[config.mk]
export PLATFORM = sky130hd
export DESIGN_NAME = tcdm_wide_splitter
export DESIGN_NICKNAME = d
export VERILOG_FILES = /design/src/rtl/tcdm_split_pkg.sv /design/src/rtl/tcdm_split_lane.sv /design/src/rtl/tcdm_wide_splitter.sv
export SDC_FILE = /design/constraint.sdc
export NUM_CORES = 1
export LEC_CHECK = 0
export CAP_MARGIN = 20
export CORE_AREA = 3 3 281 283
export CTS_CLUSTER_DIAMETER = 60
export DETAILED_ROUTE_END_ITERATION = 10
export DIE_AREA = 0 0 284 286
export HOLD_SLACK_MARGIN = 0.1
export PLACE_DENSITY = 0.35
export RECOVER_POWER = 50
export REMOVE_ABC_BUFFERS = 1
export SLEW_MARGIN = 20
export SYNTH_ARGS = -nofsm -noshare
export SYNTH_HDL_FRONTEND = slang
export SYNTH_SLANG_ARGS = --single-unit
[constraint.sdc]
create_clock -name clk -period 2.8 [get_ports clk]
set_input_delay 0.42 -clock clk [delete_from_list [all_inputs] [get_ports clk]]
set_output_delay 0.42 -clock clk [all_outputs]
set_load 0.02 [all_outputs]
[src/rtl/tcdm_split_pkg.sv]
// Shared types for the wide-to-narrow TCDM splitter: FSM state encoding and lane mask.
package tcdm_split_pkg;

  localparam int unsigned SPLIT_SIZE = 4;

  typedef enum logic [1:0] {
    ISSUE = 2'd0,
    WAIT  = 2'd1,
    DONE  = 2'd2
  } state_t;

  typedef logic [SPLIT_SIZE-1:0] lane_mask_t;

endpackage

[src/rtl/tcdm_split_lane.sv]
// One narrow lane of the splitter: request gating, address offset, grant/response tracking.
// TCDM_SPLIT_SKIP_EMPTY_LANE_EN: lanes with all-zero byte enables are never requested.
module tcdm_split_lane
  import tcdm_split_pkg::*;
#(
  parameter int unsigned ADDR_WIDTH = 32,
  parameter int unsigned DATA_WIDTH = 32,
  parameter int unsigned BE_WIDTH   = DATA_WIDTH / 8,
  parameter int unsigned LANE       = 0
) (
  input  logic                  clk,
  input  logic                  rst_n,
  input  logic                  req,
  input  logic [ADDR_WIDTH-1:0] add,
  input  logic [BE_WIDTH-1:0]   be,
  input  logic                  issue_en,
  input  logic                  wide_gnt,
  input  logic                  rsp_clr,
  input  logic                  gnt,
  input  logic                  r_valid,
  input  logic [DATA_WIDTH-1:0] r_rdata,
  output logic                  tcdm_req_c,
  output logic [ADDR_WIDTH-1:0] tcdm_add_c,
  output logic                  gnt_ok_c,
  output logic                  rsp_ok_c,
  output logic [DATA_WIDTH-1:0] rdata
);

  logic gnt_q;
  logic rsp_q;
  logic empty;

`ifdef TCDM_SPLIT_SKIP_EMPTY_LANE_EN
  assign empty = (be == '0);
`else
  logic unused_be;
  assign unused_be = ^be;
  assign empty     = 1'b0;
`endif

  assign tcdm_req_c = req & rst_n & issue_en & ~gnt_q & ~empty;
  assign tcdm_add_c = add + ADDR_WIDTH'(LANE * BE_WIDTH);
  assign gnt_ok_c   = gnt_q | gnt | empty;
  assign rsp_ok_c   = rsp_q | r_valid;

  // Response capture runs in every state so lanes answering before the wide grant are kept.
  always_ff @(posedge clk or negedge rst_n) begin
    if (!rst_n) begin
      gnt_q <= 1'b0;
      rsp_q <= 1'b0;
      rdata <= '0;
    end else begin
      if (wide_gnt) begin
        gnt_q <= 1'b0;
      end else if (tcdm_req_c && gnt) begin
        gnt_q <= 1'b1;
      end
      rsp_q <= (rsp_q & ~rsp_clr) | r_valid | (wide_gnt & empty);
      if (r_valid) begin
        rdata <= r_rdata;
      end else if (wide_gnt && empty) begin
        rdata <= '0;
      end
    end
  end

endmodule

[src/rtl/tcdm_wide_splitter.sv]
// Splits one wide TCDM request into SIZE narrow requests to consecutive banks, one in flight.
// TCDM_SPLIT_SKIP_EMPTY_LANE_EN: skip lanes whose byte enables are all zero.
module tcdm_wide_splitter
  import tcdm_split_pkg::*;
#(
  parameter int unsigned ADDR_WIDTH = 32,
  parameter int unsigned DATA_WIDTH = 32,
  parameter int unsigned BE_WIDTH   = DATA_WIDTH / 8,
  parameter int unsigned SIZE       = SPLIT_SIZE
) (
  input  logic                       clk,
  input  logic                       rst_n,
  input  logic                       data_req_i,
  input  logic [ADDR_WIDTH-1:0]      data_add_i,
  input  logic                       data_wen_i,
  input  logic [SIZE*DATA_WIDTH-1:0] data_wdata_i,
  input  logic [SIZE*BE_WIDTH-1:0]   data_be_i,
  output logic                       data_gnt_o,
  output logic                       data_r_valid_o,
  output logic [SIZE*DATA_WIDTH-1:0] data_r_rdata_o,
  output logic [SIZE-1:0]            tcdm_req_o,
  output logic [ADDR_WIDTH-1:0]      tcdm_add_o     [SIZE],
  output logic [SIZE-1:0]            tcdm_wen_o,
  output logic [DATA_WIDTH-1:0]      tcdm_wdata_o   [SIZE],
  output logic [BE_WIDTH-1:0]        tcdm_be_o      [SIZE],
  input  logic [SIZE-1:0]            tcdm_gnt_i,
  input  logic [SIZE-1:0]            tcdm_r_valid_i,
  input  logic [DATA_WIDTH-1:0]      tcdm_r_rdata_i [SIZE]
);

  state_t          state_q;
  state_t          state_d;
  logic            issue_en;
  logic            wide_gnt;
  logic            rsp_clr;
  logic [SIZE-1:0] gnt_ok;
  logic [SIZE-1:0] rsp_ok;

  assign issue_en   = (state_q == ISSUE) || (state_q == DONE);
  assign wide_gnt   = rst_n & data_req_i & issue_en & (&gnt_ok);
  assign rsp_clr    = (state_q == DONE);
  assign data_gnt_o = wide_gnt;

  for (genvar i = 0; i < SIZE; i++) begin : g_lane
    tcdm_split_lane #(
      .ADDR_WIDTH (ADDR_WIDTH),
      .DATA_WIDTH (DATA_WIDTH),
      .BE_WIDTH   (BE_WIDTH),
      .LANE       (i)
    ) u_lane (
      .clk        (clk),
      .rst_n      (rst_n),
      .req        (data_req_i),
      .add        (data_add_i),
      .be         (data_be_i[i*BE_WIDTH +: BE_WIDTH]),
      .issue_en   (issue_en),
      .wide_gnt   (wide_gnt),
      .rsp_clr    (rsp_clr),
      .gnt        (tcdm_gnt_i[i]),
      .r_valid    (tcdm_r_valid_i[i]),
      .r_rdata    (tcdm_r_rdata_i[i]),
      .tcdm_req_c (tcdm_req_o[i]),
      .tcdm_add_c (tcdm_add_o[i]),
      .gnt_ok_c   (gnt_ok[i]),
      .rsp_ok_c   (rsp_ok[i]),
      .rdata      (data_r_rdata_o[i*DATA_WIDTH +: DATA_WIDTH])
    );

    assign tcdm_wen_o[i]   = data_wen_i;
    assign tcdm_wdata_o[i] = data_wdata_i[i*DATA_WIDTH +: DATA_WIDTH];
    assign tcdm_be_o[i]    = data_be_i[i*BE_WIDTH +: BE_WIDTH];
  end

  always_ff @(posedge clk or negedge rst_n) begin
    if (!rst_n) begin
      state_q <= ISSUE;
    end else begin
      state_q <= state_d;
    end
  end

  // Next state; the wide response is a pure decode of DONE.
  always_comb begin
    state_d        = state_q;
    data_r_valid_o = 1'b0;
    case (state_q)
      ISSUE: begin
        if (wide_gnt) state_d = WAIT;
      end
      WAIT: begin
        if (&rsp_ok) state_d = DONE;
      end
      DONE: begin
        data_r_valid_o = 1'b1;
        state_d        = wide_gnt ? WAIT : ISSUE;
      end
      default: state_d = ISSUE;
    endcase
  end

endmodule

Word level (Yosys, flattened, before mapping). Cells that the tools add are included.

Eq/ne operators: 4. Shifts and indexed selects: 0. Mux-type cells: 13. Add/sub/neg operators: 3. Multipliers: 0. $lt $le $gt $ge: 0. Reductions and logical operators: 13. Div/mod/pow operators: 0. Bitwise operators: 28.

Operator list (number): 32-bit by 4-bit adder with 32-bit output, second input constant (2); 32-bit by 3-bit adder with 32-bit output, second input constant (1); 1-bit OR (12); 1-bit AND (11); 1-bit two-way mux (10); 4-bit AND reduction (2); 2-bit nonzero test (4); 2-bit one-hot mux with 3 select lines (1); 1-bit NOT (5); 1-bit logical AND (4); 2-bit two-way mux (2); 2-bit != test, second input constant (2); 2-bit by 1-bit == test with 1-bit output, second input constant (1); 2-bit == test, second input constant (1); 2-bit logical NOT (1); 2-bit AND reduction (1); 1-bit logical OR (1).

Output and inout port bits: 410. Word-level logic and storage cells: 74. Bits in latches: 0. Bits in writable memories: 0. Memories kept: 0. Memory bits (read-only): 0. Input port bits: 316. Register bits: 138.

Longest topological paths before layout.
Depth after elaboration: 7. Gate-level depth with buffers: 6. Mapped depth without buffers: 6.

Hierarchy. Synthesis repeated with hierarchy kept, for this count alone.

Cells, all modules: 754. Area, all modules: 8506.9 µm².

By module, submodules not included: tcdm_split_lane (g_lane[2].u_lane) (area each 1896.8 µm², times used 1, cells each 160, sequential area each 850.8 µm²); tcdm_split_lane (g_lane[3].u_lane) (area each 1881.8 µm², times used 1, cells each 164, sequential area each 850.8 µm²); tcdm_split_lane (g_lane[1].u_lane) (area each 1843.0 µm², times used 1, cells each 161, sequential area each 850.8 µm²); tcdm_split_lane (g_lane[0].u_lane) (area each 1672.9 µm², times used 1, cells each 110, sequential area each 850.8 µm²); tcdm_wide_splitter (area each 1212.4 µm², times used 1, cells each 159, sequential area each 50.0 µm²).

Worst setup path before layout. Ideal clock, no wire load.

Kind: input to output. Start: in data_add_i[3]. End: out tcdm_add_o[21] in the netlist's numbering. Data arrival time: 1913 ps. Stages: 6. Path buffers: 0. Data required time: 2380 ps. Setup slack: 467 ps. Cells stage by stage: inv_1 > ha_1 > a21oi_1 > nor4_1 > nand2_1 > xnor2_1.

RTL lines: start: declaration (line tcdm_wide_splitter.sv:14) `input logic [ADDR_WIDTH-1:0] data_add_i,`; end: declaration (line tcdm_wide_splitter.sv:22) `output logic [ADDR_WIDTH-1:0] tcdm_add_o [SIZE],`.

==> results.json <==
{
  "relSlewSlack_pct": -39.4,
  "finalHoldViolCount": 0,
  "pin_count": 726,
  "worst_skew_pair.late_latency_ns": 0.45,
  "crit_type": "in -> out",
  "ant_nets": 0,
  "yosys-top-cells-count": "buf_4, dfrtp_1, mux2_2",
  "syn-instance-count": 761,
  "power.switching_uw": 2200,
  "start_util_pct": 10.7,
  "synth_edf_count": 0,
  "clockPowerShare_pct": 35.5,
  "portBuffers": 422,
  "grt_max_degree": 140,
  "synth_top_cell_by_area": "dfrtp_1",
  "crit_fanout": 5,
  "syn2layout_area_growth_pct": 65.2,
  "final-setup-viol-count": 0,
  "fmax_mhz": 370,
  "ys_seq_area_share_pct": 42.0,
  "timing.hold.ws_ns": 0.416,
  "hpwl_mm": 55.9,
  "cts.clk_slew.worst_paths_ns": 0.07,
  "layout.nets": 1404,
  "viasPerCell": 3.34,
  "remaining_drc_errors": 0,
  "ir_drop_uv": 241,
  "fin_util_pct": 17.7,
  "dp.cells": 2101,
  "synth_area_sq_um": 8230,
  "leakage_uw": 0.00530,
  "seq_power_share_pct": 35.7,
  "swShare_pct": 33.4,
  "num_rows": 102,
  "powerDensity_nw_per_um2": 486,
  "max_slew.worst_pin.slew_ns": 2.09,
  "htreeDepth": 4,
  "cts_root_buf": "clkbuf_16",
  "cts_buffers": 17,
  "status": "finished, violations left",
  "cts_tree": "yes",
  "coreArea_sq_um": 77000,
  "grt.total_usage_pct": 16.0,
  "yosys_register_bits": 138,
  "place.gp.congestion": 0.849,
  "violations": "capacitance limit, slew limit",
  "yosysTopAreaCellShare_pct": 42.0,
  "routed_wl_mm": 66.7,
  "synth.most_common_cell": "buf_4",
  "synthTopCellsByArea": "dfrtp_1, buf_4, mux2_2, xnor2_1, xor2_1",
  "clock-sinks": 138,
  "num_vias": 7149,
  "crit_required_ns": 2.38,
  "layout_min_cycle_time_ns": 2.70,
  "drive_gt1_share_pct": 30.8,
  "post-route-period-util_pct": 96.4,
  "overflow": 0,
  "first_global_vias": 7602,
  "min_path_type": "in -> reg",
  "avgSynthCellArea_sq_um": 10.8,
  "async_flop_share_pct": 100,
  "wire_per_inst_um": 31.2,
  "n_fill_cell": 8587,
  "drv_cap": 1,
  "skew_ns": 0.00959,
  "hold_buffers": 0,
  "drtIter0Drc": 348,
  "critPathArrivalTime_ns": 2.28,
  "end_kind": "output port",
  "ys_types": 36,
  "yosysWarnings": 0,
  "firstDrtPassIters": 4,
  "synthFlopType": "dfrtp_1",
  "stdcell_count": 2140,
  "design.die.area_sq_um": 81200,
  "die_w_um": 284,
  "maxSlewViolCount": 141,
  "startpoint_type": "input port",
  "intPower_uw": 4400,
  "clockBufferDepth": 2,
  "antenna_found_initial": 4,
  "die_h_um": 286,
  "grt_pass1_wl_mm": 84.5,
  "power_frac_comb_pct": 28.9
}
-- cell type report --
type / count / area (sq um) / area share (%)
flip-flops and latches: 138 / 3450 / 25.4
well taps: 1040 / 1300 / 9.57
clock buffers: 17 / 425 / 3.13
clock inverters: 15 / 176 / 1.30
repair buffers: 540 / 5000 / 36.8
inverters: 8 / 30.0 / 0.221
multi-input cells: 379 / 3200 / 23.5
diodes: 3 / 7.51 / 0.0552
-- sequential cells by signal (all words and copies together), names as in the netlist --
signal and flops:
g_lane.u_lane.gnt_q 4, g_lane.u_lane.rsp_q 4, g_lane.u_lane.rdata 128, state_q 2
-- critical path: stages --
cell and delay, ns:
clkdlybuf4s15_1 0.34, nand4_1 0.23, buf_4 0.20, or2_2 0.32, nor3_2 0.25, xor2_1 0.17, dlygate4sd2_1 0.35
-- power by group through the flow --
| stage | Combinational, uW | Sequential [uW] | Clock, uW |
|---|---|---|---|
| after global routing | 2030 | 2390 | 2540 |
| after global placement | 1980 | 2380 | 0 |
| after detailed placement | 1970 | 2390 | 0 |
| after CTS | 1950 | 2360 | 2470 |
| after floorplan | 472 | 2610 | 0 |
| final | 1910 | 2360 | 2340 |
-- stage by stage --
step	instance area (sq um)	total power [uW]	setup slack, ns	setup TNS [ns]
floorplan	6590	3080	0.467	0
global placement	13000	4370	-0.697	-36.40
detailed placement	13000	4360	-0.719	-37.91
CTS	13600	6780	-0.0922	-0.170
global route	13600	6960	-0.0101	-0.0101
finish	13600	6610	0.100	0
-- cell usage in the layout (no fill, tap or decap), types with 3 or more instances in the layout --
cell,netlist,final
a21o_1,4,4
a21oi_1,5,5
buf_2,12,9
buf_4,196,116
clkbuf_16,0,17
clkbuf_2,3,9
clkdlybuf4s15_1,0,9
clkdlybuf4s15_2,0,13
clkdlybuf4s50_1,0,327
clkinv_8,0,5
dfrtp_1,138,138
diode_2,0,3
dlygate4sd2_1,0,42
dlymetal6s2s_1,0,8
ha_1,4,4
inv_1,8,7
inv_6,0,3
inv_8,0,4
mux2_2,128,128
nand2_1,35,35
nand2b_1,3,3
nand3_1,17,17
nand4_1,19,19
nor2_1,30,30
nor2_2,3,3
nor3_1,18,11
nor3_2,2,9
nor4_2,1,5
o22ai_1,3,3
or3_4,0,3
xnor2_1,55,54
xor2_1,28,28
-- final timing paths --
path | depth (start not counted) | from | slack [ns] | end
max | 7 | data_add_i[13] | 0.10 | tcdm_add_o[51]
min | 4 | rst_n | 0.42 | g_lane[2].u_lane.gnt_q$_DFFE_PN0P_
max reg2reg | 5 | state_q[0]$_DFFE_PN0P_ | 1.40 | state_q[0]$_DFFE_PN0P_
min reg2reg | 1 | g_lane[0].u_lane.rsp_q$_DFF_PN0_ | 0.48 | g_lane[0].u_lane.rsp_q$_DFF_PN0_
max in group asynchronous | 2 | rst_n | 0.76 | g_lane[3].u_lane.rdata[10]$_DFFE_PN0P_
min in group asynchronous | 2 | rst_n | 0.72 | g_lane[0].u_lane.rdata[12]$_DFFE_PN0P_
-- kinds of logic (layout without fill, tap and decap cells) --
logic type	count (synthesis)	in the layout	synth area share [%]
adders and majority gates	4	4	0.608
muxes	128	128	17.5
and+or+nand+nor	150	150	9.69
xor gates and xnor gates	83	83	8.84
other	0	3	0
DFF	138	138	42.0
buffers and inverters	244	580	20.3
AOI/OAI and AO/OA	14	14	1.08
-- metal layers --
| layer | share of wire [%] | global-route usage, % |
|---|---|---|
| met3 | 27 | 20.3 |
| met5 | 1.6 | 9.58 |
| met2 | 38 | 21.0 |
| met4 | 1.1 | 2.85 |
| met1 | 33 | 14.9 |
-- timing repair --
action / 4_1_cts / 5_1_grt
setup endpoints to repair: 82 / 46
gates resized for setup: 168 / 35
pin swaps: 4 / 8
setup buffers: 2 / 2
(Power assumes the default switching activity.)
